### config.mk
export PLATFORM = sky130hd
export DESIGN_NAME = mul_result_stage_flat
export DESIGN_NICKNAME = d
export VERILOG_FILES = /design/src/rtl/mul_result_stage_if.sv /design/src/rtl/mul_result_stage.sv /design/src/flat_wrapper.sv
export SDC_FILE = /design/constraint.sdc
export NUM_CORES = 1
export LEC_CHECK = 0
export CAP_MARGIN = 25
export CORE_ASPECT_RATIO = 1.2
export CORE_MARGIN = 2
export CORE_UTILIZATION = 50
export DETAILED_ROUTE_END_ITERATION = 10
export PLACE_DENSITY = 0.75
export SLEW_MARGIN = 20
export SYNTH_ARGS = -nofsm -noshare
export SYNTH_HDL_FRONTEND = slang
export SYNTH_SLANG_ARGS = --single-unit
### constraint.sdc
create_clock -name clk -period 3.9 [get_ports clk]
set_input_delay 0.78 -clock clk [delete_from_list [all_inputs] [get_ports clk]]
set_output_delay 0.78 -clock clk [all_outputs]
set_load 0.01 [all_outputs]
### src/rtl/mul_result_stage_if.sv
// Handshake bundle between the Booth multiplier, the result stage and the result consumer.
// The slave modport is the view used by mul_result_stage itself.
interface mul_result_stage_if;
   logic        prod_valid;
   logic [66:0] prod;
   logic [1:0]  mode;
   logic        prod_ready;
   logic        out_valid;
   logic        out_ready;
   logic [31:0] out_data;
   logic        out_last;
   logic        out_ovf;
   logic [2:0]  count;

   modport master (
      output prod_valid, prod, mode, out_ready,
      input  prod_ready, out_valid, out_data, out_last, out_ovf, count
   );

   modport slave (
      input  prod_valid, prod, mode, out_ready,
      output prod_ready, out_valid, out_data, out_last, out_ovf, count
   );
endinterface

### src/rtl/mul_result_stage.sv
// Buffers 67-bit Booth products in a small circular FIFO and emits them as formatted
// 32-bit beats (low, high, low+high, or saturated), with a per-entry overflow flag.
module mul_result_stage #(
   parameter int DEPTH = 2
) (
   input logic                clk,
   input logic                rst_b,
   mul_result_stage_if.slave  bus
);

   localparam int             PW       = (DEPTH > 2) ? 2 : 1;
   localparam logic [PW-1:0]  LAST_IDX = PW'(DEPTH - 1);
   localparam logic [2:0]     FULL_CNT = 3'(DEPTH);

   localparam logic [1:0] EMPTY   = 2'd0;
   localparam logic [1:0] BEAT_LO = 2'd1;
   localparam logic [1:0] BEAT_HI = 2'd2;

   logic [66:0]   mem_prod [DEPTH];
   logic [1:0]    mem_mode [DEPTH];
   logic [PW-1:0] wr_ptr, rd_ptr, wr_inc, rd_inc, rd_next;
   logic [2:0]    count_q, count_d;
   logic [1:0]    state, state_d, after_pop;
   logic          push, pop, beat_take;
   logic [66:0]   head_prod;
   logic [1:0]    head_mode, next_head_mode;
   logic [35:0]   head_top;
   logic          head_ovf;
   logic [31:0]   head_sat;

   assign head_prod = mem_prod[rd_ptr];
   assign head_mode = mem_mode[rd_ptr];
   assign head_top  = head_prod[66:31];
   assign head_ovf  = !((&head_top) || !(|head_top));
   assign head_sat  = head_ovf ? (head_prod[66] ? 32'h8000_0000 : 32'h7FFF_FFFF)
                               : head_prod[31:0];

   // Ready comes purely from the registered fill level, so a full buffer never
   // accepts in the same cycle as a pop.
   assign bus.prod_ready = (count_q < FULL_CNT);
   assign push           = bus.prod_valid && bus.prod_ready;

   assign bus.out_valid = (state != EMPTY);
   assign bus.out_last  = (state == BEAT_HI) || ((state == BEAT_LO) && (head_mode != 2'b10));
   assign bus.out_ovf   = bus.out_valid && head_ovf;
   assign bus.count     = count_q;

   assign beat_take = bus.out_valid && bus.out_ready;
   assign pop       = beat_take && bus.out_last;

   assign wr_inc  = (wr_ptr == LAST_IDX) ? '0 : wr_ptr + 1'b1;
   assign rd_inc  = (rd_ptr == LAST_IDX) ? '0 : rd_ptr + 1'b1;
   assign rd_next = pop ? rd_inc : rd_ptr;
   assign count_d = count_q + 3'(push) - 3'(pop);

   // After a pop the new head may be the entry being written this very cycle.
   assign next_head_mode = (push && (wr_ptr == rd_next)) ? bus.mode : mem_mode[rd_next];
   assign after_pop      = (count_d == 3'd0) ? EMPTY :
                           ((next_head_mode == 2'b01) ? BEAT_HI : BEAT_LO);

   always_comb begin
      state_d = state;
      case (state)
         EMPTY:   if (count_q != 3'd0) state_d = (head_mode == 2'b01) ? BEAT_HI : BEAT_LO;
         BEAT_LO: if (beat_take)       state_d = bus.out_last ? after_pop : BEAT_HI;
         BEAT_HI: if (beat_take)       state_d = after_pop;
         default:                      state_d = EMPTY;
      endcase
   end

   always_comb begin
      bus.out_data = 32'h0;
      case (state)
         BEAT_LO: bus.out_data = (head_mode == 2'b11) ? head_sat : head_prod[31:0];
         BEAT_HI: bus.out_data = head_prod[63:32];
         default: bus.out_data = 32'h0;
      endcase
   end

   always_ff @(posedge clk or negedge rst_b) begin
      if (!rst_b) begin
         wr_ptr  <= '0;
         rd_ptr  <= '0;
         count_q <= 3'd0;
         state   <= EMPTY;
         for (int i = 0; i < DEPTH; i++) begin
            mem_prod[i] <= '0;
            mem_mode[i] <= '0;
         end
      end else begin
         if (push) begin
            mem_prod[wr_ptr] <= bus.prod;
            mem_mode[wr_ptr] <= bus.mode;
            wr_ptr           <= wr_inc;
         end
         rd_ptr  <= rd_next;
         count_q <= count_d;
         state   <= state_d;
      end
   end

endmodule

### src/flat_wrapper.sv
// flat-port wrapper written by rule: the top's interface ports become plain ports
module mul_result_stage_flat 
#(
   parameter int DEPTH = 2
)
  (clk, rst_b, bus_prod_valid, bus_prod, bus_mode, bus_out_ready, bus_prod_ready, bus_out_valid, bus_out_data, bus_out_last, bus_out_ovf, bus_count);
  mul_result_stage_if bus_i ();
  input logic clk;
  input logic rst_b;
  input wire logic [$bits(bus_i.prod_valid)-1:0] bus_prod_valid;
  input wire logic [$bits(bus_i.prod)-1:0] bus_prod;
  input wire logic [$bits(bus_i.mode)-1:0] bus_mode;
  input wire logic [$bits(bus_i.out_ready)-1:0] bus_out_ready;
  output wire logic [$bits(bus_i.prod_ready)-1:0] bus_prod_ready;
  output wire logic [$bits(bus_i.out_valid)-1:0] bus_out_valid;
  output wire logic [$bits(bus_i.out_data)-1:0] bus_out_data;
  output wire logic [$bits(bus_i.out_last)-1:0] bus_out_last;
  output wire logic [$bits(bus_i.out_ovf)-1:0] bus_out_ovf;
  output wire logic [$bits(bus_i.count)-1:0] bus_count;
  assign bus_i.prod_valid = bus_prod_valid;
  assign bus_i.prod = bus_prod;
  assign bus_i.mode = bus_mode;
  assign bus_i.out_ready = bus_out_ready;
  assign bus_prod_ready = bus_i.prod_ready;
  assign bus_out_valid = bus_i.out_valid;
  assign bus_out_data = bus_i.out_data;
  assign bus_out_last = bus_i.out_last;
  assign bus_out_ovf = bus_i.out_ovf;
  assign bus_count = bus_i.count;
  mul_result_stage #(.DEPTH(DEPTH)) u_core (.clk(clk), .rst_b(rst_b), .bus(bus_i));
endmodule
Word level (Yosys, flattened, before mapping) --
Cells that the tools add are included.
Word-level totals: logic and storage cells 79, output and inout bits 39, register bits 145, input bits 73
Operators by class: multiplexer cells 31, bitwise gates (word level) 3, reduce and logical (&&, ||, !) cells 18, $add $sub $neg 4, equal/unequal tests 10, order comparisons 5
Operator list (number):
- $mux W67 | 4
- $bwmux W134 | 1
- $mux W32 | 3
- $demux W67 S1 | 1
- $pmux W32 S2 | 1
- $reduce_and A36 Y1 | 1
- $reduce_or A36 Y1 | 1
- $mux W2 | 15
- $logic_and A1 B1 Y1 | 7
- $eq A2 B1 Y1 const B | 3
- $ge A2 B2 Y1 const B | 3
- $ne A2 B1 Y1 const B | 3
- $not A1 Y2 | 3
- $pmux W2 S3 | 1
- $bwmux W4 | 1
- $eq A2 B2 Y1 const B | 2
- $add A3 B1 Y3 | 1
- $logic_not A3 Y1 | 1
- $lt A3 B2 Y1 const B | 1
- $mux W1 | 3
- $reduce_and A3 Y1 | 1
- $reduce_bool A3 Y1 | 1
- $sub A3 B1 Y3 | 1
- $add A1 B1 Y1 const B | 2
- other kinds (8) | 10

Logic depth before layout (Yosys ltp) --
word-level depth 20, depth in mapped cells 16, mapped depth without buffers 15

Worst setup path before layout --
No wires, ideal clock.
kind reg-to-reg, start point register u_core.rd_ptr, end point register u_core.state[1], period minus slack after synthesis 2735 ps, library setup time 118 ps, data required time 3782 ps, cell stages (with the launch flop) 16, arrival time 2617 ps, path slack 1165 ps, buffers on the path 2, cell sequence dfrtp_1 > buf_4 > buf_2 > mux2i_1 > nand2b_1 > o21ai_0 > nor2_1 > ha_1 > inv_1 > ha_1 > inv_1 > fa_1 > inv_1 > nor3_1 > nor2b_1 > a21o_1
On the way: elaborated cells on any way between the ends 30, those cells by class add/sub (2); eq/ne (4); mux (17); bitwise (2); reduce/logical (5)
RTL lines:
- start: declaration | RTL line mul_result_stage.sv:21 | logic [PW-1:0] wr_ptr, rd_ptr, wr_inc, rd_inc, rd_next;
- start signal: assignment | RTL line mul_result_stage.sv:96 | rd_ptr <= rd_next;
- $not A1 Y2 (not written as such) * | RTL line mul_result_stage.sv:32 | assign head_mode = mem_mode[rd_ptr];
- $mux W2 (not written as such) * (3 in a row) | RTL line mul_result_stage.sv:32
- $ne A2 B2 Y1 * | RTL line mul_result_stage.sv:44 | assign bus.out_last = (state == BEAT_HI) || ((state == BEAT_LO) && (head_mode != 2'b10));
- $logic_and A1 B1 Y1 * | RTL line mul_result_stage.sv:44
- $logic_or A1 B1 Y1 * | RTL line mul_result_stage.sv:44
- $logic_and A1 B1 Y1 * | RTL line mul_result_stage.sv:49 | assign pop = beat_take && bus.out_last;
- $sub A3 B1 Y3 * | RTL line mul_result_stage.sv:54 | assign count_d = count_q + 3'(push) - 3'(pop);
- net u_core.count_d[1] | RTL line mul_result_stage.sv:22 | logic [2:0] count_q, count_d;
- $logic_not A3 Y1 * | RTL line mul_result_stage.sv:58 | assign after_pop = (count_d == 3'd0) ? EMPTY :
- $mux W2 * | RTL line mul_result_stage.sv:58
- $mux W2 (2 in a row) | RTL line mul_result_stage.sv:65 | BEAT_LO: if (beat_take) state_d = bus.out_last ? after_pop : BEAT_HI;
- $pmux W2 S3 * | RTL line mul_result_stage.sv:63 | case (state)
- end signal: assignment | RTL line mul_result_stage.sv:98 | state <= state_d;
- end: declaration | RTL line mul_result_stage.sv:23 | logic [1:0] state, state_d, after_pop;
The timed path passes the listed nets; every way through them passes the cells marked *. The select of a mux whose other input is x is not followed. A chain may end at the register's enable or synchronous reset.

Worst setup path after layout --
start point register u_core.rd_ptr, end point output port bus_out_data[22]
On the way: word-level cells in the longest chain between the ends 10, elaborated cells on any way between the ends 16, those cells by class eq/ne (1); mux (10); bitwise (1); reduce/logical (4)
RTL lines:
- $not A1 Y2 (not written as such) * | RTL line mul_result_stage.sv:31, mul_result_stage.sv:32
- $mux W67 (not written as such) (3 in a row) | RTL line mul_result_stage.sv:31 | assign head_prod = mem_prod[rd_ptr];
- $reduce_or A36 Y1 | RTL line mul_result_stage.sv:34 | assign head_ovf = !((&head_top) || !(|head_top));
- $logic_not A1 Y1 | RTL line mul_result_stage.sv:34
- $logic_or A1 B1 Y1 | RTL line mul_result_stage.sv:34
- $mux W32 | RTL line mul_result_stage.sv:35 | assign head_sat = head_ovf ? (head_prod[66] ? 32'h8000_0000 : 32'h7FFF_FFFF)
- $mux W32 | RTL line mul_result_stage.sv:74 | BEAT_LO: bus.out_data = (head_mode == 2'b11) ? head_sat : head_prod[31:0];
- $pmux W32 S2 * | RTL line mul_result_stage.sv:73 | case (state)
- end: declaration | RTL line flat_wrapper.sv:16 | output wire logic [$bits(bus_i.out_data)-1:0] bus_out_data;
Mark *: on every way between the ends. The rest lies on a longest branch, timed or not. The select of a mux whose other input is x is not followed.

==> impl_metrics.toml <==
[synth]
async_flop_share_pct = 100
syn_nets = 699
yosysMostFrequentCell = "dfrtp_1"
synthCells = 618
yosysWarningCount = 0
ys.flop_type = "dfrtp_1"
ys_ff_latch = 145
synth_top_area_cell = "dfrtp_1"
syn_avg_cell_area_um2 = 12.2
synth_edf_count = 0
ys_types = 44
ys_seq_area_share_pct = 48.2
synth_area_leaders = "dfrtp_1, mux2_2, mux2i_1, nor2b_1, o21a_1"
mappedNetlistArea_um2 = 7530
synth_top_area_share_pct = 48.2
ys_top_cells_by_count = "dfrtp_1, mux2_2, mux2i_1"

[critical_path]
path_common_cell = "buf_4"
reg2reg_depth = 15
crit_path_max_fanout = 14
critical-path-top-delay-family = "buffers and inverters"
setup.worst_path.end_class = "output port"
crit_buf_inv = 7
crit_required_ns = 3.12
rrSetupSlack_ns = 0.60
worstPathArrival_ns = 3.17
r2r-start = "u_core.rd_ptr"
worst_r2r_endpoint = "u_core.state[1]"
startpoint_type = "flip-flop"
crit_path_cell_trace = "buf_12, nor2b_4, nand4_1, a222oi_1, nand4_1, buf_4, a21boi_4, buf_4, buf_6, buf_2, buf_4, a21boi_1, o21a_1, clkdlybuf4s15_2"
critPathKind = "reg -> out"
cp_slowest_cell = "dfrtp_4"
critPathMaxStageDelay_ns = 0.50

[pwr]
powerDensity_nw_per_um2 = 896
ir_worst_vdd_mv = 0.523
p_leak_nw = 4.22

[cts]
ctsHoldBuffers = 0
cts_tree = "done"
numCtsBuffers = 17
worstSkewPairLatency_ns = 0.43
path_clk_slew_ns = 0.05
cts_root_buf = "clkbuf_16"
cts.sinks = 145
cts_htree_levels = 4
ctsLongestPathBuffers = 2

[route]
vias = 5559
routedWlPerCell_um = 21.4
drc = 0
dr.pass1.iters = 4
finalWirelength_um = 20500
drtIter0Drc = 366
detail-route-antenna-nets = 0
viasPerCell = 5.79

[final_layout]
antenna_cells = 0
stdcell_area_um2 = 9690
area_delta_synth_final_pct = 28.7
n_fill_cell = 1175
fin_nets = 825
layout-drive-gt1-share_pct = 34.5

[timing]
finClkSkew_ns = 0.00612
holdWs_ns = 0.414
max_freq_ghz = 0.253
post-route-min-period_ns = 3.95
max_slew_margin_pct = 48.8
fin_crit_sh_pct = 101
totalNegativeSetupSlack_ns = -0.175
final.setup.worst_slack_ns = -0.0532
slew_viol_final = 0
tightest_slew_ns = 0.768
setup_viol = 6
finalHoldViolCount = 0
rsz0062_at_grt = "true"

[placement]
gp_congestion = 0.969
dp_slack_ns = 0.0923
dpl.hpwl_um = 14500
port_buffers = 111
dpl-instance-area_um2 = 8880

[floorplan]
core-area_um2 = 14800
ios = 112
initial_utilization_pct = 50.8
dieArea_um2 = 16100
fp.dieH_um = 138
die_w_um = 116
rows = 49

[grt]
antenna_found_initial = 0
grt_max_degree = 83
grt_pass1_wl_um = 32400
grt-ovfl-total = 0
grt_pass1_vias = 5987
grt_use_total_pct = 26.7

[run]
cap_violations = 0

[hold_path]
hp-class = "in -> async"

[status]
violations = "setup timing"
status = "finished with violations"
-- cell type report --
class                           count  area (µm²)  share of cell area, %
Clock buffer                       21         480                   4.96
Multi-Input combinational cell    424        3770                   38.9
Timing Repair Buffer              144        1330                   13.7
Tap cell                          204         255                   2.63
Inverter                           12        45.0                  0.465
Sequential cell                   145        3630                   37.5
Clock inverter                     10         180                   1.86
-- worst max-delay path by stage --
stage,cells past startpoint,to,startpoint,slack (ns)
2_1_floorplan,15,u_core.state[1],u_core.rd_ptr,1.16
3_3_place_gp,9,bus_out_data[28],u_core.rd_ptr,0.26
3_5_place_dp,9,bus_out_data[30],u_core.rd_ptr,0.09
4_1_cts,11,bus_out_data[10],u_core.rd_ptr,-0.20
5_1_grt,14,bus_out_data[22],u_core.rd_ptr,-0.16
6_report,14,bus_out_data[22],u_core.rd_ptr,-0.05
-- where the power goes --
part / leakage [nW] / internal (mW) / switching (mW)
Combinational: 2.16 / 2.08 / 1.79
Clock: 0.321 / 1.20 / 0.611
Sequential: 1.74 / 2.28 / 0.726
-- per-stage QoR --
stage | cells | util (%) | power [mW]
3_5_place_dp | 910 | 59.9 | 6.61
2_1_floorplan | 618 | - | 5.20
3_3_place_gp | 910 | 59.9 | 6.45
6_report | 960 | 65.3 | 8.68
5_1_grt | 960 | 65.3 | 9.15
4_1_cts | 952 | 64.9 | 8.52
-- layer usage --
layer	track usage, %	up-vias	routed length [µm]
met5	0	-	0
met3	5.17	54	948
li1	-	2497	-
met2	42.2	199	10100
met1	34.7	2809	8580
met4	14.2	0	930
-- cell usage in the layout, fill, tap and decap left out, drive strengths merged, types with 22 or more instances in the layout --
cell / count
a21boi: 33
buf: 42
clkbuf: 39
clkdlybuf4s50: 78
dfrtp: 145
mux2: 139
mux2i: 57
nand4: 22
nor2b: 35
o21a: 23
-- registers in the layout (all words and copies together), names as in the netlist --
name,count
u_core.mem_prod,134
u_core.bus.count,3
u_core.state,2
u_core.rd_ptr,1
u_core.wr_ptr,1
u_core.mem_mode,4
-- repair_timing --
| item | in CTS | in global routing |
|---|---|---|
| gates cloned | 2 | 0 |
| pin swaps | 3 | 7 |
| endpoints found under the setup margin | 32 | 31 |
| resized for setup | 74 | 73 |
| buffers inserted | 9 | 8 |
-- kinds of logic after synthesis --
group	after synthesis	synth area share, %
buffers and inverters	49	2.86
multiplexers	196	28.4
AO/OA/AOI/OAI	97	9.88
flip-flops	145	48.2
AND/OR/NAND/NOR	122	9.19
XOR/XNOR	1	0.116
adder cells (fa/ha/maj)	8	1.43
Note: power is estimated with default switching activity, not from simulation.
